<file path="config.mk">
export PLATFORM = sky130hd
export DESIGN_NAME = oam_dma_master_flat
export DESIGN_NICKNAME = d
export VERILOG_FILES = /design/src/rtl/oam_dma_pkg.sv /design/src/rtl/oam_dma_master_if.sv /design/src/rtl/oam_dma_master.sv /design/src/flat_wrapper.sv
export SDC_FILE = /design/constraint.sdc
export NUM_CORES = 1
export LEC_CHECK = 0
export ABC_CLOCK_PERIOD_IN_PS = 5500
export CORE_MARGIN = 1.5
export CORE_UTILIZATION = 46
export CTS_CLUSTER_SIZE = 24
export DETAILED_ROUTE_END_ITERATION = 10
export GPL_TIMING_DRIVEN = 0
export PLACE_DENSITY = 0.72
export SLEW_MARGIN = 5
export SYNTH_ARGS = -nofsm -noshare
export SYNTH_HDL_FRONTEND = slang
export SYNTH_SLANG_ARGS = --single-unit
</file>
<file path="constraint.sdc">
create_clock -name clk -period 5.5 [get_ports clk]
set_clock_uncertainty 0.2 [all_clocks]
set_input_delay 1.375 -clock clk [delete_from_list [all_inputs] [get_ports clk]]
set_output_delay 1.375 -clock clk [all_outputs]
set_load 0.02 [all_outputs]
</file>
<file path="src/rtl/oam_dma_pkg.sv">
// Shared types and constants for the OAM DMA master.
package oam_dma_pkg;

  typedef enum logic [2:0] {
    IDLE,
    RD,
    WR,
    GAP,
    DONE,
    WAIT_GNT
  } dma_state_e;

  localparam logic [15:0] DMA_TRIG_ADDR = 16'hFF46;
  localparam logic [15:0] OAM_BASE      = 16'hFE00;
  localparam int          DEF_NUM_BYTES = 160;
  localparam logic [7:0]  ECHO_THRESH   = 8'hE0;

  // Pages E0..FF mirror C0..DF (echo RAM).
  function automatic logic [7:0] remap_page(input logic [7:0] p);
    return (p >= ECHO_THRESH) ? p - 8'h20 : p;
  endfunction

endpackage

</file>
<file path="src/rtl/oam_dma_master_if.sv">
// mem_if: byte-wide memory bus shared by initiators and MMIO/RAM responders.
interface mem_if;
  logic [15:0] addr_select;
  logic [7:0]  write_value;
  logic        write_enable;
  logic [7:0]  read_out;

  modport master (output addr_select, output write_value, output write_enable, input read_out);
  modport slave  (input addr_select, input write_value, input write_enable, output read_out);
endinterface

</file>
<file path="src/rtl/oam_dma_master.sv">
// OAM DMA master: copies NUM_BYTES from {page,00} to DST_BASE, one read + one write per byte.
// Optional bus arbitration (bus_req/bus_gnt) is enabled by defining OAM_DMA_BUS_ARB_EN.
module oam_dma_master
  import oam_dma_pkg::*;
#(
  parameter int          NUM_BYTES = DEF_NUM_BYTES,
  parameter logic [15:0] DST_BASE  = OAM_BASE,
  parameter int          READ_WAIT = 1,
  parameter int          WE_HOLD   = 2
) (
  input  logic       clk,
  input  logic       rst,
  input  logic       start,
  input  logic [7:0] src_page,
  mem_if.master      bus,
  output logic       busy,
  output logic       done,
  output logic [7:0] byte_idx
`ifdef OAM_DMA_BUS_ARB_EN
  ,
  output logic       bus_req,
  input  logic       bus_gnt
`endif
);

  localparam logic [7:0] LAST_IDX = 8'(NUM_BYTES - 1);
  localparam logic [7:0] RD_LAST  = 8'(READ_WAIT - 1);
  localparam logic [7:0] WR_LAST  = 8'(WE_HOLD - 1);

  dma_state_e  state;
  logic [7:0]  page;
  logic [7:0]  phase;
  logic        restart;
  logic [15:0] addr_q;
  logic [7:0]  wval_q;
  logic        we_q;
  logic [7:0]  nxt_idx;

  assign bus.addr_select  = addr_q;
  assign bus.write_value  = wval_q;
  assign bus.write_enable = we_q;

  // After an aborted transfer the GAP cycle restarts from byte 0.
  always_comb begin
    nxt_idx = restart ? 8'h00 : byte_idx + 8'd1;
  end

  always_ff @(posedge clk or negedge rst) begin
    if (!rst) begin
      state    <= IDLE;
      page     <= '0;
      phase    <= '0;
      restart  <= 1'b0;
      addr_q   <= '0;
      wval_q   <= '0;
      we_q     <= 1'b0;
      busy     <= 1'b0;
      done     <= 1'b0;
      byte_idx <= '0;
`ifdef OAM_DMA_BUS_ARB_EN
      bus_req  <= 1'b0;
`endif
    end else begin
      done <= 1'b0;
      if (start && (state == IDLE || state == DONE)) begin
        page     <= remap_page(src_page);
        byte_idx <= '0;
        phase    <= '0;
        restart  <= 1'b0;
        busy     <= 1'b1;
`ifdef OAM_DMA_BUS_ARB_EN
        bus_req  <= 1'b1;
        state    <= WAIT_GNT;
`else
        state    <= RD;
        addr_q   <= {remap_page(src_page), 8'h00};
`endif
      end else if (start) begin
        // Restart: drop the bus for one GAP cycle, then begin again on the new page.
        page    <= remap_page(src_page);
        restart <= 1'b1;
        phase   <= '0;
        we_q    <= 1'b0;
        addr_q  <= '0;
        wval_q  <= '0;
        state   <= GAP;
      end else begin
        unique case (state)
          IDLE: ;
`ifdef OAM_DMA_BUS_ARB_EN
          WAIT_GNT: if (bus_gnt) begin
            state  <= RD;
            addr_q <= {page, byte_idx};
          end
`endif
          RD: begin
            if (phase == RD_LAST) begin
              phase  <= '0;
              wval_q <= bus.read_out;
              addr_q <= DST_BASE + {8'h00, byte_idx};
              we_q   <= 1'b1;
              state  <= WR;
            end else begin
              phase <= phase + 8'd1;
            end
          end
          WR: begin
            if (phase == WR_LAST) begin
              phase  <= '0;
              we_q   <= 1'b0;
              addr_q <= '0;
              wval_q <= '0;
              state  <= GAP;
            end else begin
              phase <= phase + 8'd1;
            end
          end
          GAP: begin
            if (!restart && byte_idx == LAST_IDX) begin
              busy  <= 1'b0;
              done  <= 1'b1;
              state <= DONE;
`ifdef OAM_DMA_BUS_ARB_EN
              bus_req <= 1'b0;
`endif
            end else begin
              byte_idx <= nxt_idx;
              restart  <= 1'b0;
`ifdef OAM_DMA_BUS_ARB_EN
              if (bus_gnt) begin
                state  <= RD;
                addr_q <= {page, nxt_idx};
              end else begin
                state <= WAIT_GNT;
              end
`else
              state  <= RD;
              addr_q <= {page, nxt_idx};
`endif
            end
          end
          DONE: state <= IDLE;
          default: state <= IDLE;
        endcase
      end
    end
  end

endmodule

</file>
<file path="src/flat_wrapper.sv">
// flat-port wrapper written by rule: the top's interface ports become plain ports
module oam_dma_master_flat import oam_dma_pkg::*;
#(
  parameter int          NUM_BYTES = DEF_NUM_BYTES,
  parameter logic [15:0] DST_BASE  = OAM_BASE,
  parameter int          READ_WAIT = 1,
  parameter int          WE_HOLD   = 2
)
  (clk, rst, start, src_page, busy, done, byte_idx, bus_addr_select, bus_write_value, bus_write_enable, bus_read_out);
  mem_if bus_i ();
  input  logic clk;
  input  logic rst;
  input  logic start;
  input  logic [7:0] src_page;
  output logic busy;
  output logic done;
  output logic [7:0] byte_idx;
  output wire logic [$bits(bus_i.addr_select)-1:0] bus_addr_select;
  output wire logic [$bits(bus_i.write_value)-1:0] bus_write_value;
  output wire logic [$bits(bus_i.write_enable)-1:0] bus_write_enable;
  input wire logic [$bits(bus_i.read_out)-1:0] bus_read_out;
  assign bus_addr_select = bus_i.addr_select;
  assign bus_write_value = bus_i.write_value;
  assign bus_write_enable = bus_i.write_enable;
  assign bus_i.read_out = bus_read_out;
  oam_dma_master #(.NUM_BYTES(NUM_BYTES), .DST_BASE(DST_BASE), .READ_WAIT(READ_WAIT), .WE_HOLD(WE_HOLD)) u_core (.clk(clk), .rst(rst), .start(start), .src_page(src_page), .bus(bus_i), .busy(busy), .done(done), .byte_idx(byte_idx));
endmodule
</file>
* After elaboration in Yosys (flattened, before gate mapping)
Cells that the tools add are included.
** Word-level totals
- Bits in registers :: 55
- Input port bits :: 19
- Output and inout port bits :: 35
- Word-level logic and storage cells :: 95
** Operators by class
- $add $sub $neg :: 4
- Magnitude comparators :: 1
- Equality and inequality tests :: 15
- Muxes and demuxes :: 45
- Bitwise logic cells :: 1
- Reduce and logical (&&, ||, !) cells :: 19
** Operators by type and width (number)
- $mux 8 :: 15
- $mux 16 :: 5
- $pmux 16 s3 :: 1
- $pmux 8 s2 :: 2
- $add 8x1->8 const B :: 2
- $mux 1 :: 15
- $mux 3 :: 5
- $pmux 3 s4 :: 1
- $add 10x9->11 const A :: 1
- $ne 3x2->1 const B :: 3
- $reduce_and 3->1 :: 3
- $eq 8x1->1 const B :: 1
- $eq 8x8->1 const B :: 1
- $ge 8x8->1 const B :: 1
- $logic_not 8->1 :: 1
- $ne 4x2->1 const B :: 2
- $reduce_and 4->1 :: 2
- $sub 8x6->8 const B :: 1
- $eq 3x2->1 const B :: 2
- $reduce_bool 2->1 :: 3
- $reduce_bool 3->1 :: 2
- $reduce_bool 5->1 :: 1
- $ne 2x1->1 const B :: 2
- $ne 4x3->1 const B :: 1
- other kinds (11) :: 12

* Longest topological paths before layout
- Word-level depth :: 6
- Gate-level depth with buffers :: 8
- Depth with buffers taken out :: 7

* Worst setup path after synthesis
No wires, ideal clock.
- Kind :: input to register
- Start point :: input port start
- End point :: register u_core.byte_idx[5]
- Library setup time :: 0.070 ns
- Data arrival time :: 2.727 ns
- Required time :: 5.230 ns
- Path slack :: 2.503 ns
- Stages :: 5
- Path buffers :: 1
- Path through :: clkbuf_1 -> nand4bb_1 -> a211o_2 -> or3_2 -> nand3_1
** On the way
- Word-level cells in the longest chain between the ends :: 3
- Elaborated cells between the ends (all ways) :: 6
- Classes of those cells :: eq/ne: 2; mux: 1; reduce/logical: 3
** Ends and longest elaborated chain
- start: declaration :: RTL line flat_wrapper.sv:13 : input logic start;
- $logic_and 1x1->1 :: RTL line oam_dma_master.sv:65 : if (start && (state == IDLE || state == DONE)) begin
- $ne 2x1->1 (no line) or $reduce_bool 2->1 (tied branches)
- $reduce_and 3->1 (no line)
- end signal: assignment :: RTL line oam_dma_master.sv:127 : byte_idx <= nxt_idx;
- end: declaration :: RTL line oam_dma_master.sv:18 : output logic [7:0] byte_idx
Parallel ways exist; a longest one is shown, timed or not.
A chain may end at the register's enable or synchronous reset.

* Worst setup path after layout
- Start point :: register u_core.byte_idx[6]
- End point :: output port byte_idx[6]
** RTL lines
- end: declaration :: RTL line flat_wrapper.sv:17 : output logic [7:0] byte_idx;
No word-level cell between the ends.

==> results by group <==
Status
  – Status: complete, no violations

Timing
  – Fin crit period: 3.07 ns
  – Worst-Margin Slew: between 0.7 and 0.8 ns
  – Part of the cycle the worst path needs: 0.558
  – Max Clk Rate: 0.326 GHz
  – Finish-stage setup viols: 0
  – RSZ-0062 raised after global routing: no
  – Slew headroom: 0.494
  – Post-route setup slack: 2.43 ns
  – Max Slew Vio Count: 0
  – Final TNS setup: 0 ns
  – Fin. Hold Viols: 0

Critical path
  – FF-to-FF setup slack: 3.01 ns
  – WP buf/inv: 1
  – Crit Reg-Reg Startpoint: u_core.byte_idx[0]
  – CP Max Fanout: 8
  – Slowest stage cell, crit path: clkdlybuf4s50_1
  – R2R Path End: u_core.bus.addr_select[13]
  – Setup crit end kind: primary output
  – CP Data Required Time: 3.92 ns
  – WS Path Type: reg -> out
  – Critical Path, Cell by Cell: clkdlybuf4s50_1
  – Critical Path AT: 1.49 ns
  – R2r worst-path depth: 8
  – Startpoint Class: register
  – Max incr delay on CP: 0.66 ns
  – CP delay by family, top: buffers and inverters

Layout
  – Area growth syn-to-layout: 24.9%
  – Layout cells sized above 1: 0.142
  – Register area: 0.00138 mm²
  – Fill count: 502
  – Net count, final: 384
  – Ant diodes: 0
  – Area of the multi-input gates: 0.00143 mm²
  – Finished Cell Area: 0.00368 mm²
  – Most common cell after layout, fill and taps aside: dfrtp_1
  – Most frequent cells in the layout: 55 x dfrtp_1, 51 x clkdlybuf4s50_1, 35 x nand2_1, 28 x a21oi_1, 26 x nor2_1

Job
  – Max cap viols: 0

Drt
  – WL final: 6620 µm
  – Post-route DRC: 0
  – Initial DRT Pass Iterations: 4
  – DR iter-0 viols: 134
  – DR vias: around 2.4k
  – Via density: ~5.6
  – WL per Instance: 15.2 µm
  – DRT antenna net count: 0

Floorplanning
  – Die Height: 83 µm
  – Die area: 0.00689 mm²
  – Starting Density: 0.486
  – Ports: 54
  – Core area: around 0.0061 mm²
  – Die width: a little over 80 µm
  – # rows: 28

Global route
  – Largest net degree at the start of global routing: 39
  – Global-route wire length before repair: 11000 µm
  – Initial antenna violation count: 0
  – Vias in the first global route: between 2k and 2.5k
  – Total GRT Usage: 0.195
  – GRT overflow: 0

Placement
  – IO Port Bufs: 52
  – RePlAce Congestion: 0.822
  – Post-place instance area: 0.00357 mm²
  – DPL Wire Length: 4720 µm
  – Pre-CTS setup slack: ~2.2 ns

Clock tree
  – Setup bufs post-CTS: 0
  – CTS max path bufs: 2
  – Clock Latency Late Sink: 0.31 ns
  – CTS Buf Count: 5
  – CTS tree: built
  – Post-CTS resize count: 0
  – CTS Hold Buffers Added: 0
  – Max H-tree Level: 2
  – Worst-path clk slew: 0.09 ns
  – Clock sinks: between 50 and 60
  – CTS Root Cell: clkbuf_8

Logic synthesis
  – Synth async-reset ratio: 1.00
  – Yosys reg bits: 55
  – YS warnings: 0
  – Unique cell type count in the Yosys netlist: 54
  – Post-Syn Area: slightly below 0.003 mm²
  – Syn_nets: about 320
  – Mean Syn Cell Area: 9.81 µm²
  – Post-synth EDFFs: 0
  – Register area share after synthesis: 0.467
  – Top_reg_cell synth: dfrtp_1
  – Post-Syn Instances: 300

Hold path
  – Worst hold start: u_core.bus.write_value[1]
  – Hold path cells: 2
  – Worst Hold Path EP: u_core.bus.write_value[1]
  – Hold WC Path Type: reg -> reg

Power
  – Power per cell area: 416 mW/mm²
  – Pwr Total: 1.53 mW
  – Peak supply drop: approximately 0.00025 V
  – Leakage: 1.61 nW
==> how the worst max path moves through the flow <==
stage,end,depth (start not counted),start,slack [ns]
after global routing,u_core.byte_idx[7],6,start,2.36
after global placement,u_core.bus.write_enable,1,rst,1.14
after CTS,byte_idx[6],1,u_core.byte_idx[6],2.42
final,byte_idx[6],1,u_core.byte_idx[6],2.43
after detailed placement,u_core.byte_idx[2],6,start,2.17
after floorplan,u_core.byte_idx[5],5,start,2.50
==> cell type report <==
class,count,area share
buffer,14,0.0225
clock buffer,6,0.0197
inverter,14,0.0143
tap,75,0.0255
clock inverter,1,0.00817
sequential,55,0.374
multi-input combinational,217,0.390
timing repair buffer,53,0.146
==> layer usage <==
layer,vias to the layer above,share of wire,global-route usage
met3,7,0.043,0.0298
met1,1187,0.49,0.294
li1,1184,-,-
met2,67,0.45,0.290
met5,-,0,0
met4,0,0.013,0.0576
==> synth_stat cells, types with 11 or more instances <==
library cell	count	area, µm²
nand2_1	35	131
mux2_2	16	180
dfrtp_1	55	1380
nor2_1	26	97.6
o21ai_0	20	100
a21oi_1	28	140
inv_1	13	48.8
nand3_1	11	55.1
==> kinds of logic after synthesis <==
| family | count (synthesis) | synth area share |
|---|---|---|
| DFF | 55 | 0.467 |
| buffers and inverters | 28 | 0.0459 |
| AOI/OAI and AO/OA | 76 | 0.160 |
| adders and majority gates | 5 | 0.0212 |
| and+or+nand+nor | 103 | 0.179 |
| xor gates and xnor gates | 7 | 0.0208 |
| muxes | 26 | 0.105 |
==> power by group <==
| group | internal (mW) | switching, mW | total [mW] |
|---|---|---|---|
| Sequential | 0.494 | 0.0588 | 0.553 |
| Clock | 0.134 | 0.128 | 0.262 |
| Combinational | 0.316 | 0.399 | 0.714 |
==> registers in the layout (all words and copies together), names as in the netlist <==
signal	count
u_core.bus.write_enable	1
u_core.busy	1
u_core.bus.write_value	8
u_core.phase	8
u_core.bus.addr_select	16
u_core.restart	1
u_core.state	3
u_core.page	8
u_core.byte_idx	8
u_core.done	1
==> worst reg2reg max path, stage by stage (launching register included) <==
cell,delay (ns)
dfrtp_1,0.46
ha_1,0.30
and4_1,0.22
buf_2,0.16
nand2_4,0.10
o31ai_4,0.07
a21oi_4,0.32
buf_6,0.24
mux2_4,0.32
==> metrics by stage <==
stage	hold WS, ns	util	std cells
global route	0.323	0.607	435
finish	0.287	0.607	435
detailed placement	0.270	0.590	428
global placement	0.263	0.587	427
floorplan	0.249	-	300
CTS	0.292	0.607	435
(Power assumes the default switching activity.)
